--- config.mk ---
export PLATFORM = sky130hd
export DESIGN_NAME = exec_sequencer_flat
export DESIGN_NICKNAME = d
export VERILOG_FILES = /design/src/rtl/exec_pkg.sv /design/src/rtl/exec_sequencer_if.sv /design/src/rtl/exec_sequencer_issue_timer.sv /design/src/rtl/exec_sequencer.sv /design/src/flat_wrapper.sv
export SDC_FILE = /design/constraint.sdc
export NUM_CORES = 1
export LEC_CHECK = 0
export ABC_CLOCK_PERIOD_IN_PS = 6200
export CAP_MARGIN = 20
export CORE_AREA = 2 2 117 119
export DETAILED_ROUTE_END_ITERATION = 7
export DIE_AREA = 0 0 119 121
export DONT_BUFFER_PORTS = 1
export PLACE_DENSITY = 0.46
export SLEW_MARGIN = 15
export SYNTH_ARGS = -nofsm -noshare
export SYNTH_HDL_FRONTEND = slang
export SYNTH_HIERARCHICAL = 1
export SYNTH_SLANG_ARGS = --single-unit
--- constraint.sdc ---
create_clock -name Clk -period 6.2 [get_ports Clk]
set_clock_uncertainty 0.05 [all_clocks]
set_input_delay 0.62 -clock Clk [delete_from_list [all_inputs] [get_ports Clk]]
set_output_delay 0.62 -clock Clk [all_outputs]
set_load 0.01 [all_outputs]
--- src/rtl/exec_pkg.sv ---
// Shared encodings for the run/step sequencer: FSM states, stop-reason codes
// and the default halt opcode.
package exec_pkg;

    typedef enum logic [1:0] {
        IDLE = 2'd0,
        STEP = 2'd1,
        RUN  = 2'd2,
        HALT = 2'd3
    } seqState_t;

    typedef enum logic [1:0] {
        RSN_NONE  = 2'd0,
        RSN_USER  = 2'd1,
        RSN_BP    = 2'd2,
        RSN_COUNT = 2'd3
    } stopReason_t;

    localparam logic [5:0] DEF_HALT_OPCODE = 6'h3F;

endpackage

--- src/rtl/exec_sequencer_if.sv ---
// Control/status bundle between the front-panel decode, the datapath and the
// run/step sequencer.
interface exec_sequencer_if #(
    parameter int COUNT_W = 16
);
    logic               stepReq;
    logic               runReq;
    logic               stopReq;
    logic [COUNT_W-1:0] runCount;
    logic               bpEnable;
    logic [31:0]        bpAddr;
    logic [31:0]        pcAddr;
    logic [5:0]         opcode;
    logic               execEnable;
    logic [1:0]         state;
    logic               running;
    logic [1:0]         stopReason;
    logic [COUNT_W-1:0] instrCount;

    modport master (
        output stepReq, runReq, stopReq, runCount, bpEnable, bpAddr, pcAddr, opcode,
        input  execEnable, state, running, stopReason, instrCount
    );

    modport slave (
        input  stepReq, runReq, stopReq, runCount, bpEnable, bpAddr, pcAddr, opcode,
        output execEnable, state, running, stopReason, instrCount
    );
endinterface

--- src/rtl/exec_sequencer_issue_timer.sv ---
// Reloadable down-counter that paces run-mode issues; tick marks an issue point.
module issue_timer #(
    parameter int RUN_DIV = 4
) (
    input  logic Clk,
    input  logic Rst,
    input  logic load,
    output logic tick
);
    localparam int DW = (RUN_DIV > 1) ? $clog2(RUN_DIV) : 1;
    localparam logic [DW-1:0] RELOAD = DW'(RUN_DIV - 1);

    logic [DW-1:0] divCnt;

    always_ff @(posedge Clk or negedge Rst) begin
        if (!Rst)                divCnt <= '0;
        else if (load)           divCnt <= RELOAD;
        else if (divCnt != '0)   divCnt <= divCnt - DW'(1);
    end

    assign tick = (divCnt == '0);
endmodule

--- src/rtl/exec_sequencer.sv ---
// Run/step controller: produces the one-cycle execEnable commit pulse for the
// single-cycle datapath and tracks why a run stopped.
module exec_sequencer
    import exec_pkg::*;
#(
    parameter int         RUN_DIV     = 4,
    parameter int         COUNT_W     = 16,
    parameter logic [5:0] HALT_OPCODE = DEF_HALT_OPCODE
) (
    input logic             Clk,
    input logic             Rst,
    exec_sequencer_if.slave bus
);
    seqState_t          st, stNext;
    stopReason_t        reason, reasonNext;
    logic [COUNT_W-1:0] remaining, remainingNext, instrCount;
    logic               limited, limitedNext;
    logic               firstIssue, firstIssueNext;
    logic               stopPend, stopPendNext;
    logic               issue, load, tick, execEnable, running;
    logic               haltOp, bpHit, stopNow;

    issue_timer #(.RUN_DIV(RUN_DIV)) uTimer (
        .Clk  (Clk),
        .Rst  (Rst),
        .load (load),
        .tick (tick)
    );

    assign haltOp  = (bus.opcode == HALT_OPCODE);
    // The first issue of a run ignores the breakpoint so a run can resume from it.
    assign bpHit   = bus.bpEnable && (bus.pcAddr == bus.bpAddr) && !firstIssue;
    assign stopNow = stopPend || bus.stopReq;

    always_comb begin
        stNext         = st;
        reasonNext     = reason;
        remainingNext  = remaining;
        limitedNext    = limited;
        firstIssueNext = firstIssue;
        stopPendNext   = stopPend;
        issue          = 1'b0;
        load           = 1'b0;
        case (st)
            IDLE: begin
                if (bus.stepReq) begin
                    if (haltOp) begin
                        stNext = HALT;
                    end else begin
                        stNext     = STEP;
                        issue      = 1'b1;
                        reasonNext = RSN_NONE;
                    end
                end else if (bus.runReq) begin
                    stNext         = RUN;
                    load           = 1'b1;
                    remainingNext  = bus.runCount;
                    limitedNext    = (bus.runCount != '0);
                    firstIssueNext = 1'b1;
                    stopPendNext   = 1'b0;
                    reasonNext     = RSN_NONE;
                end
            end
            STEP: stNext = IDLE;
            RUN: begin
                stopPendNext = stopNow;
                if (tick) begin
                    stopPendNext = 1'b0;
                    if (stopNow) begin
                        stNext     = IDLE;
                        reasonNext = RSN_USER;
                    end else if (haltOp) begin
                        stNext = HALT;
                    end else if (bpHit) begin
                        stNext     = IDLE;
                        reasonNext = RSN_BP;
                    end else if (limited && remaining == '0) begin
                        stNext     = IDLE;
                        reasonNext = RSN_COUNT;
                    end else begin
                        issue          = 1'b1;
                        load           = 1'b1;
                        firstIssueNext = 1'b0;
                        if (remaining != '0) remainingNext = remaining - COUNT_W'(1);
                    end
                end
            end
            HALT:    stNext = HALT;
            default: stNext = IDLE;
        endcase
    end

    always_ff @(posedge Clk or negedge Rst) begin
        if (!Rst) begin
            st         <= IDLE;
            reason     <= RSN_NONE;
            execEnable <= 1'b0;
            running    <= 1'b0;
            remaining  <= '0;
            limited    <= 1'b0;
            firstIssue <= 1'b0;
            stopPend   <= 1'b0;
            instrCount <= '0;
        end else begin
            st         <= stNext;
            reason     <= reasonNext;
            execEnable <= issue;
            running    <= (stNext == RUN);
            remaining  <= remainingNext;
            limited    <= limitedNext;
            firstIssue <= firstIssueNext;
            stopPend   <= stopPendNext;
            if (execEnable && instrCount != '1) instrCount <= instrCount + COUNT_W'(1);
        end
    end

    assign bus.execEnable = execEnable;
    assign bus.state      = st;
    assign bus.running    = running;
    assign bus.stopReason = reason;
    assign bus.instrCount = instrCount;
endmodule

--- src/flat_wrapper.sv ---
// flat-port wrapper written by rule: the top's interface ports become plain ports
module exec_sequencer_flat import exec_pkg::*;
#(
    parameter int         RUN_DIV     = 4,
    parameter int         COUNT_W     = 16,
    parameter logic [5:0] HALT_OPCODE = DEF_HALT_OPCODE
)
  (Clk, Rst, bus_stepReq, bus_runReq, bus_stopReq, bus_runCount, bus_bpEnable, bus_bpAddr, bus_pcAddr, bus_opcode, bus_execEnable, bus_state, bus_running, bus_stopReason, bus_instrCount);
  exec_sequencer_if #(.COUNT_W(COUNT_W)) bus_i ();
  input logic Clk;
  input logic Rst;
  input wire logic [$bits(bus_i.stepReq)-1:0] bus_stepReq;
  input wire logic [$bits(bus_i.runReq)-1:0] bus_runReq;
  input wire logic [$bits(bus_i.stopReq)-1:0] bus_stopReq;
  input wire logic [$bits(bus_i.runCount)-1:0] bus_runCount;
  input wire logic [$bits(bus_i.bpEnable)-1:0] bus_bpEnable;
  input wire logic [$bits(bus_i.bpAddr)-1:0] bus_bpAddr;
  input wire logic [$bits(bus_i.pcAddr)-1:0] bus_pcAddr;
  input wire logic [$bits(bus_i.opcode)-1:0] bus_opcode;
  output wire logic [$bits(bus_i.execEnable)-1:0] bus_execEnable;
  output wire logic [$bits(bus_i.state)-1:0] bus_state;
  output wire logic [$bits(bus_i.running)-1:0] bus_running;
  output wire logic [$bits(bus_i.stopReason)-1:0] bus_stopReason;
  output wire logic [$bits(bus_i.instrCount)-1:0] bus_instrCount;
  assign bus_i.stepReq = bus_stepReq;
  assign bus_i.runReq = bus_runReq;
  assign bus_i.stopReq = bus_stopReq;
  assign bus_i.runCount = bus_runCount;
  assign bus_i.bpEnable = bus_bpEnable;
  assign bus_i.bpAddr = bus_bpAddr;
  assign bus_i.pcAddr = bus_pcAddr;
  assign bus_i.opcode = bus_opcode;
  assign bus_execEnable = bus_i.execEnable;
  assign bus_state = bus_i.state;
  assign bus_running = bus_i.running;
  assign bus_stopReason = bus_i.stopReason;
  assign bus_instrCount = bus_i.instrCount;
  exec_sequencer #(.RUN_DIV(RUN_DIV), .COUNT_W(COUNT_W), .HALT_OPCODE(HALT_OPCODE)) u_core (.Clk(Clk), .Rst(Rst), .bus(bus_i));
endmodule
# Word level (Yosys, flattened, before mapping)
# Index checks and enable logic that the tools add are counted.
# W data, S select, Z words.
[word_totals]
ff_bits = 43
latch_bits = 0
ram_bits = 0
romBits = 0
inputBits = 92
out_inout_bits = 22
elab_cells = 104
n_memories = 0
[op_classes]
add_sub_neg = 3
mul = 0
div = 0
order_cmp = 0
eq_ne = 19
shift = 0
muxes = 52
bitwise_logic = 1
n_reduce_logical = 19
[ops]
columns = ["operator", "count"]
rows = [
  ["$mux W16", 8],
  ["$mux W2", 18],
  ["$eq A32 B32 Y1", 1],
  ["$pmux W16 S2", 1],
  ["$reduce_bool A16 Y1", 2],
  ["$mux W1", 19],
  ["$add A16 B1 Y16 const B", 1],
  ["$logic_not A16 Y1", 1],
  ["$ne A16 B16 Y1 const B", 1],
  ["$sub A16 B1 Y16 const B", 1],
  ["$ne A2 B2 Y1 const B", 6],
  ["$ne A3 B3 Y1 const B", 3],
  ["$reduce_and A9 Y1", 1],
  ["$pmux W1 S2", 4],
  ["$pmux W2 S4", 1],
  ["$reduce_and A8 Y1", 1],
  ["$eq A2 B2 Y1 const B", 3],
  ["$eq A6 B6 Y1 const B", 1],
  ["$reduce_and A3 Y1", 2],
  ["$reduce_and A6 Y1", 1],
  ["$reduce_bool A2 Y1", 3],
  ["$logic_and A1 B1 Y1", 4],
  ["$logic_not A2 Y1", 2],
  ["$ne A2 B1 Y1 const B", 2],
  ["7 further kinds", 7],
]

# Longest topological paths before layout
# Gate-level depths: netlist (run 1).
[depth]
ltp_word = 9
ltp_mapped = 10
mapped_depth_nobuf = 8

# Cells and area by module
# The synthesis (run 1) kept the hierarchy.
[by_module_without_submodules]
columns = ["module", "instances", "cells_each", "area_each_um2", "seq_area_each_um2"]
rows = [
  ["exec_sequencer", 1, 330, 2876.5, 1026.0],
  ["issue_timer", 1, 10, 105.1, 50.0],
]

# Worst setup path after synthesis (run 1)
# No wires, ideal clock.
[synth_timing]
path_type = "flip-flop to flip-flop"
startpoint = "register u_core.remaining[3]"
endpoint = "register u_core.remaining[13]"
setup_time_ps = 138
t_arrival_ps = 2115
t_required_ps = 6012
slack_ps = 3897
stages_incl_launch_ff = 8
path_buffers = 1
synth_period_minus_slack_ps = 2303
path_cell_list = "dfrtp_1 > or4_4 > or4_4 > or2_1 > buf_6 > o41ai_2 > and3_1 > o22ai_1"
[synth_via]
elab_chain_len = 8
elab_cells_between_ends = 14
cone_classes = "1 x add/sub; 2 x eq/ne; 7 x mux; 4 x reduce/logical"
[synth_rtl]
columns = ["element", "line", "text"]
rows = [
  ["start: declaration", "exec_sequencer.sv:16", "logic [COUNT_W-1:0] remaining, remainingNext, instrCount;"],
  ["start signal: assignment", "exec_sequencer.sv:109", "remaining <= remainingNext;"],
  ["$sub A16 B1 Y16", "exec_sequencer.sv:84", "if (remaining != '0) remainingNext = remaining - COUNT_W'(1);"],
  ["$mux W16", "exec_sequencer.sv:84", ""],
  ["$mux W16", "exec_sequencer.sv:77", "end else if (limited && remaining == '0) begin"],
  ["$mux W16", "exec_sequencer.sv:74", "end else if (bpHit) begin"],
  ["$mux W16", "exec_sequencer.sv:72", "end else if (haltOp) begin"],
  ["$mux W16", "exec_sequencer.sv:69", "if (stopNow) begin"],
  ["$mux W16", "exec_sequencer.sv:67", "if (tick) begin"],
  ["$pmux W16 S2", "exec_sequencer.sv:44", "case (st)"],
]
# Several ways; a longest one is shown, not always the timed one. The select of a mux whose other input is x is not followed.
# A chain may end at the register's enable or synchronous reset.

# Final worst setup path (run 1)
[layout_timing]
startpoint = "register u_core.remaining[7]"
endpoint = "register u_core.remaining[11]"
# The elaborated chain is that of the path after synthesis.

==> results of run 1 <==
cell type report:
| cell class | instances | area, um2 | area share (%) |
|---|---|---|---|
| Inverter | 13 | 48.8 | 1.47 |
| Timing Repair Buffer | 2 | 35.0 | 1.06 |
| Clock buffer | 6 | 129 | 3.89 |
| Tap cell | 176 | 220 | 6.64 |
| Clock inverter | 2 | 12.5 | 0.377 |
| Multi-Input combinational cell | 270 | 1790 | 54.1 |
| Sequential cell | 43 | 1080 | 32.5 |
sequential cells by signal, summed over array words and instances, names as in the netlist, 2 cells and up:
signal and count:
u_core/bus.instrCount 16, u_core/remaining 16, u_core/bus.state 2, u_core/bus.stopReason 2
u_core/uTimer/divCnt 2
kinds of logic after synthesis:
logic type,share of synthesized area [%]
buffers and inverters,3.82
and+or+nand+nor,25.6
AOI/OAI and AO/OA,18.3
adders and majority gates,1.68
DFF,36.1
muxes,1.05
xor gates and xnor gates,13.5
per-layer routing:
layer | vias up | wire [um] | track usage [%]
met1 | 1241 | 3540 | 15.2
li1 | 1246 | - | -
met2 | 96 | 3930 | 18.9
met3 | 10 | 667 | 3.10
met5 | - | 0 | 0
met4 | 0 | 156 | 3.79
worst max-delay path, delay by kind of cell (launching register included):
kind,cells,cell delay (ns)
and+or+nand+nor,4,1.39
DFF,1,0.43
AOI/OAI and AO/OA,2,0.68
metrics by stage:
stage               hold WS [ns]  instances  area (um2)  setup slack (ns)
floorplan                  0.274        340        2980              3.90
detailed placement         0.275        503        3150              3.38
finish                     0.111        512        3320              3.52
global route               0.123        512        3320              3.28
global placement           0.275        503        3150              3.39
CTS                        0.127        512        3320              3.48
repair_timing:
item / 4_1_cts / 5_1_grt
endpoints found under the hold margin: 43 / 0
buffers inserted: 0 / 0
hold buffers: 1 / 0
endpoints found under the setup margin: 0 / 0
final timing paths:
kind,start,end,slack (ns),cells after the start
setup / recovery,u_core/remaining[7]$_DFFE_PN0P_,u_core/remaining[11]$_DFFE_PN0P_,3.52,6
hold / removal,Rst,u_core/bus.instrCount[2]$_DFFE_PN0P_,0.11,1
setup reg to reg,u_core/remaining[7]$_DFFE_PN0P_,u_core/remaining[11]$_DFFE_PN0P_,3.52,6
hold reg to reg,u_core/uTimer/divCnt[0]$_DFFE_PN0P_,u_core/uTimer/divCnt[0]$_DFFE_PN0P_,0.47,2
max in group asynchronous,Rst,u_core/remaining[0]$_DFFE_PN0P_,5.76,1
min in group Clk,u_core/uTimer/divCnt[0]$_DFFE_PN0P_,u_core/uTimer/divCnt[0]$_DFFE_PN0P_,0.47,2
power by group:
| part | leakage (uW) | switching [uW] | total, uW | internal, uW |
|---|---|---|---|---|
| clock network | 0.0000669 | 111 | 259 | 149 |
| logic | 0.000646 | 254 | 445 | 191 |
| registers | 0.000538 | 147 | 526 | 380 |
| total | 0.00125 | 511 | 1230 | 719 |
synth_stat cells (4+ instances only):
master / instances
xnor2_1: 39
nand4_1: 18
buf_2: 4
a32o_1: 4
nand2b_1: 7
and3_1: 11
nor3_1: 9
o211ai_1: 4
nand2_1: 33
ha_1: 4
nor2_1: 16
a41oi_1: 4
dfrtp_1: 43
and4_1: 4
nand3_1: 15
a21oi_1: 19
nor4_1: 10
inv_1: 13
o21ai_1: 6
o21ai_0: 9
xor2_1: 7
o22ai_1: 5
clkbuf_1: 9
==> qor.yml, run 1 <==
route:
  routedWlPerCell_um: 16.2
  drtIter0Drc: 123
  ant_nets: 0
  firstDrtPassIters: 4
  drc: 0
  finalWirelength_um: 8300
  viasPerCell: 5.06
  vias: 2593
flow_run:
  maxCapViolations: 0
die:
  die_area_um2: 14400
  die_h_um: 121
  die_w_um: 119
  core_um2: 13100
  num_rows: 42
  io_pins: 114
  start_util_pct: 22.8
timing:
  hold_violations: 0
  slew-limit-headroom_pct: 30.9
  setup_viol: 0
  drv_slew: 0
  post-route-min-period_ns: 2.68
  rsz0062_at_grt: "false"
  worst_pin_slew_ns: 1.04
  max_freq_ghz: 0.374
  tns_ns: 0
  fin_crit_sh_pct: 43.2
place:
  numPortBuffers: 0
  place.gp.congestion: 0.776
  dpl.hpwl_um: 6340
setup_path:
  cp_max_fo: 17
  timing_worst_setup_path_type: "reg2reg"
  path_cells: "or3_1 > nor4_1 > nand3_1 > and2_1 > a21o_1 > a32o_1"
  worstPathArrival_ns: 2.80
  max_stage_delay_ns: 0.44
  cp-end-kind: "register"
  critPathSlowestCell: "nor4_1"
  worstPathRequired_ns: 6.32
  startpoint_type: "register"
logic_synthesis:
  synth_top_area_share_pct: 36.1
  synth_cell_type_count: 50
  ys_ff_latch: 43
  yosys.area.top_type: "dfrtp_1"
  avgSynthCellArea_um2: 8.77
  async_flop_share_pct: 100
  syn_inst: 340
  synth_edf_count: 0
  ys_warn_count: 6
  syn_nets: 436
  synthTopCellsByArea: "dfrtp_1 36%, xnor2_1 11%, nand2_1 4.2%"
  ys.flop_type: "dfrtp_1"
  synth.cell_area_um2: 2980
  ys_seq_area_share_pct: 36.1
clocking:
  cts_tree: "built"
  clk_pin_slew_ns: 0.07
  cts_buffers: 5
  root_buffer: "clkbuf_16"
  post_cts_resized: 0
  clk_path_buf_depth: 2
  cts.sinks: 43
  clock_latency_ns: 0.29
  htree_levels: 2
grt:
  grt_pass1_vias: 2608
  antenna_found_initial: 0
  track_usage_pct: 11.7
  grt_pass1_wl_um: 13600
  grt_max_degree: 44
  grt-ovfl-total: 0
layout:
  final_cell_mix: "43 x dfrtp_1, 39 x xnor2_1, 33 x nand2_1, 19 x a21oi_1, 18 x nand4_1"
  layout.nets: 431
  nFillCells: 1396
  areaGrowthSynthToFinish_pct: 11.2
  finalCoreUtilization_pct: 25.3
  n_antenna_cell: 0
  drive_above_1_share_pct: 6.25
  final_common_cell: "dfrtp_1"
power_and_ir_drop:
  p_total_uw: 1230
  power_density_nw_per_um2: 371
  p_leak_uw: 0.00125
  ir_drop_uv: 118
run_status:
  status: "finished clean"
worst_hold_path:
  hold_path.class: "in2async"
(Power assumes the default switching activity.)
==> inputs of run 2 (changes only) <==
--- a/config.mk
+++ b/config.mk
@@ -5,13 +5,13 @@
 export SDC_FILE = /design/constraint.sdc
 export NUM_CORES = 1
 export LEC_CHECK = 0
-export ABC_CLOCK_PERIOD_IN_PS = 6200
+export ABC_CLOCK_PERIOD_IN_PS = 2200
 export CAP_MARGIN = 20
 export CORE_AREA = 2 2 117 119
 export DETAILED_ROUTE_END_ITERATION = 7
 export DIE_AREA = 0 0 119 121
 export DONT_BUFFER_PORTS = 1
-export PLACE_DENSITY = 0.46
+export PLACE_DENSITY = 0.47
 export SLEW_MARGIN = 15
 export SYNTH_ARGS = -nofsm -noshare
 export SYNTH_HDL_FRONTEND = slang
==> constraint.sdc (replaced) <==
create_clock -name Clk -period 2.2 [get_ports Clk]
set_clock_uncertainty 0.05 [all_clocks]
set_input_delay 0.22 -clock Clk [delete_from_list [all_inputs] [get_ports Clk]]
set_output_delay 0.22 -clock Clk [all_outputs]
set_load 0.01 [all_outputs]
==> run 2 against run 1 <==
The run now ends with setup timing left. Critical path depth unchanged. Final area increased by 10%. Global-route usage increased by 0.83 points. Critical path type unchanged. Largest power group is now combinational cells.
==> qor.yml, run 2 (synthesis gave the netlist of run 1 again) <==
run_status:
  status: "finished with violations"
  violations: "setup timing"
die:
  die_h_um: 121  # unchanged
  num_rows: 42  # unchanged
  start_util_pct: 22.8  # unchanged
  io_pins: 114  # unchanged
  core_um2: 13100  # unchanged
  die_area_um2: 14400  # unchanged
  die_w_um: 119  # unchanged
timing:
  drv_slew: 0  # unchanged
  slew-limit-headroom_pct: 55.9  # +25 points
  fin_crit_sh_pct: 103  # +60 points
  fin_ws_ns: -0.0739  # -3.60 ns
  max_freq_ghz: 0.440  # +18%
  hold_violations: 0  # unchanged
  worst_pin_slew_ns: 0.656  # -0.379 ns
  rsz0062_at_grt: "true"
  post-route-min-period_ns: 2.27  # -0.403 ns
  tns_ns: -0.146  # -0.146 ns
  setup_viol: 3  # +3
setup_path:
  worstPathRequired_ns: 2.31  # -4.01 ns
  startpoint_type: "register"
  timing_worst_setup_path_type: "reg2reg"
  worstReg2RegEnd: "u_core/remaining[13]$_DFFE_PN0P_"
  r2r_cells: 6  # unchanged
  r2r_start: "u_core/remaining[0]$_DFFE_PN0P_"
  worstPathArrival_ns: 2.39  # -0.41 ns
  worst_setup_path_startpoint: "u_core/remaining[0]$_DFFE_PN0P_"
  cp_max_fo: 5  # -12
  cp-end-kind: "register"
  reg2reg_slack_ns: -0.07  # -3.60 ns
place:
  place.gp.congestion: 0.812  # +4.6%
  dpl.hpwl_um: 6800  # +7.1%
  dp_slack_ns: -0.121  # -3.50 ns
  numPortBuffers: 0  # unchanged
flow_run:
  maxCapViolations: 0  # unchanged
layout:
  reg_top3: "u_core/bus.instrCount x16, u_core/remaining x16"
  areaGrowthSynthToFinish_pct: 22.7
  final_cell_mix: "43 x dfrtp_1, 39 x xnor2_1, 32 x nand2_1, 31 x buf_4, 19 x a21oi_1"
  drive_above_1_share_pct: 17.3  # +11 points
  layout.nets: 465  # +7.9%
  final_common_cell: "dfrtp_1"
  finalCoreUtilization_pct: 28.0  # +2.6 points
route:
  viasPerCell: 4.97  # -1.9%
  firstDrtPassIters: 4  # unchanged
  vias: 2719  # +4.9%
  drc: 0  # unchanged
  routedWlPerCell_um: 16.3  # +0.79%
  drtIter0Drc: 170  # +38%
  finalWirelength_um: 8940  # +7.7%
  ant_nets: 0  # unchanged
worst_hold_path:
  min_from: "bus_runCount[7]"
  hold-path-cell-count: 2
  whs_endpoint: "u_core/remaining[7]$_DFFE_PN0P_"
  hold_path.class: "in2reg"
clocking:
  root_buffer: "clkbuf_16"
  cts_tree: "built"
  clk_pin_slew_ns: 0.06  # about the same
  cts.sinks: 43  # unchanged
  clock_latency_ns: 0.28  # about the same
  cts_buffers: 5  # unchanged
  clk_path_buf_depth: 2  # unchanged
  htree_levels: 2  # unchanged
grt:
  track_usage_pct: 12.5  # +0.83 points
  grt_max_degree: 44  # unchanged
  grt-ovfl-total: 0  # unchanged
  grt_pass1_vias: 2688  # +3.1%
  grt_pass1_wl_um: 14400  # +6.3%
  antenna_found_initial: 1  # +1
power_and_ir_drop:
  pwr-share-seq_pct: 35.0  # -7.8 points
  p_int_uw: 2300  # +220%
  p_clk_share_pct: 18.7  # -2.4 points
  p_sw_uw: 1580  # +210%
  combPwrFrac_pct: 46.4  # +10 points
  p_sw_share_pct: 40.7  # -0.89 points
  ir_drop_uv: 299  # +150%
  power_density_nw_per_um2: 1060  # +190%
  p_leak_uw: 0.00144  # +15%
run 2: final cells by class:
class                           instances  area, um2
Antenna cell                            1       2.50
Clock buffer                            7        133
Clock inverter                          1       5.00
Fill cell                            1409       9430
Inverter                               13       48.8
Multi-Input combinational cell        270       1860
Sequential cell                        43       1080
Tap cell                              176        220
Timing Repair Buffer                   36        313
run 2: how the worst max path moves through the flow:
stage | endpoint | slack (ns) | cells past startpoint
floorplan | u_core/remaining[13]$_DFFE_PN0P_ | -0.1 | 7
global placement | u_core/remaining[13]$_DFFE_PN0P_ | -0.06 | 6
detailed placement | u_core/remaining[13]$_DFFE_PN0P_ | -0.12 | 6
CTS | u_core/remaining[13]$_DFFE_PN0P_ | -0.07 | 6
global route | u_core/remaining[11]$_DFFE_PN0P_ | -0.12 | 6
finish | u_core/remaining[13]$_DFFE_PN0P_ | -0.07 | 6
run 2: power groups by stage:
stage,clock network (uW),registers (uW),logic (uW)
CTS,748,1360,1740
finish,724,1360,1800
global route,795,1400,2020
floorplan,0,1340,1090
detailed placement,0,1370,1700
global placement,0,1360,1680
run 2: through the flow:
stage          hold WS (ns)  power, uW  area (um2)  instances
2_1_floorplan        -0.126       2430        2980        340
3_3_place_gp         -0.125       3040        3410        536
3_5_place_dp         -0.125       3070        3410        536
4_1_cts              0.0812       3850        3590        546
5_1_grt               0.104       4220        3660        546
6_report             0.0843       3880        3660        547
run 2: critical path, cell delays in order (launching register included):
cell     delay (ns)
dfrtp_1        0.39
or4_4          0.54
or4_4          0.43
or2_4          0.29
o41ai_2        0.20
and3_1         0.18
o22ai_1        0.08
run 2: what timing repair did:
item                                    CTS  global route
hold buffers                              2             0
endpoints found under the setup margin    9            14
gates cloned                              0             0
pin swaps                                 2             3
setup buffers                             0             0
hold endpoints to repair                 43             0
resized for setup                         3            14
run 2: routing by layer:
layer,GRT usage (%),vias up,wire length (um)
met5,0,-,0
met4,2.83,0,59
met3,2.68,6,595
met2,19.9,84,4190
met1,17.5,1309,4090
li1,-,1320,-
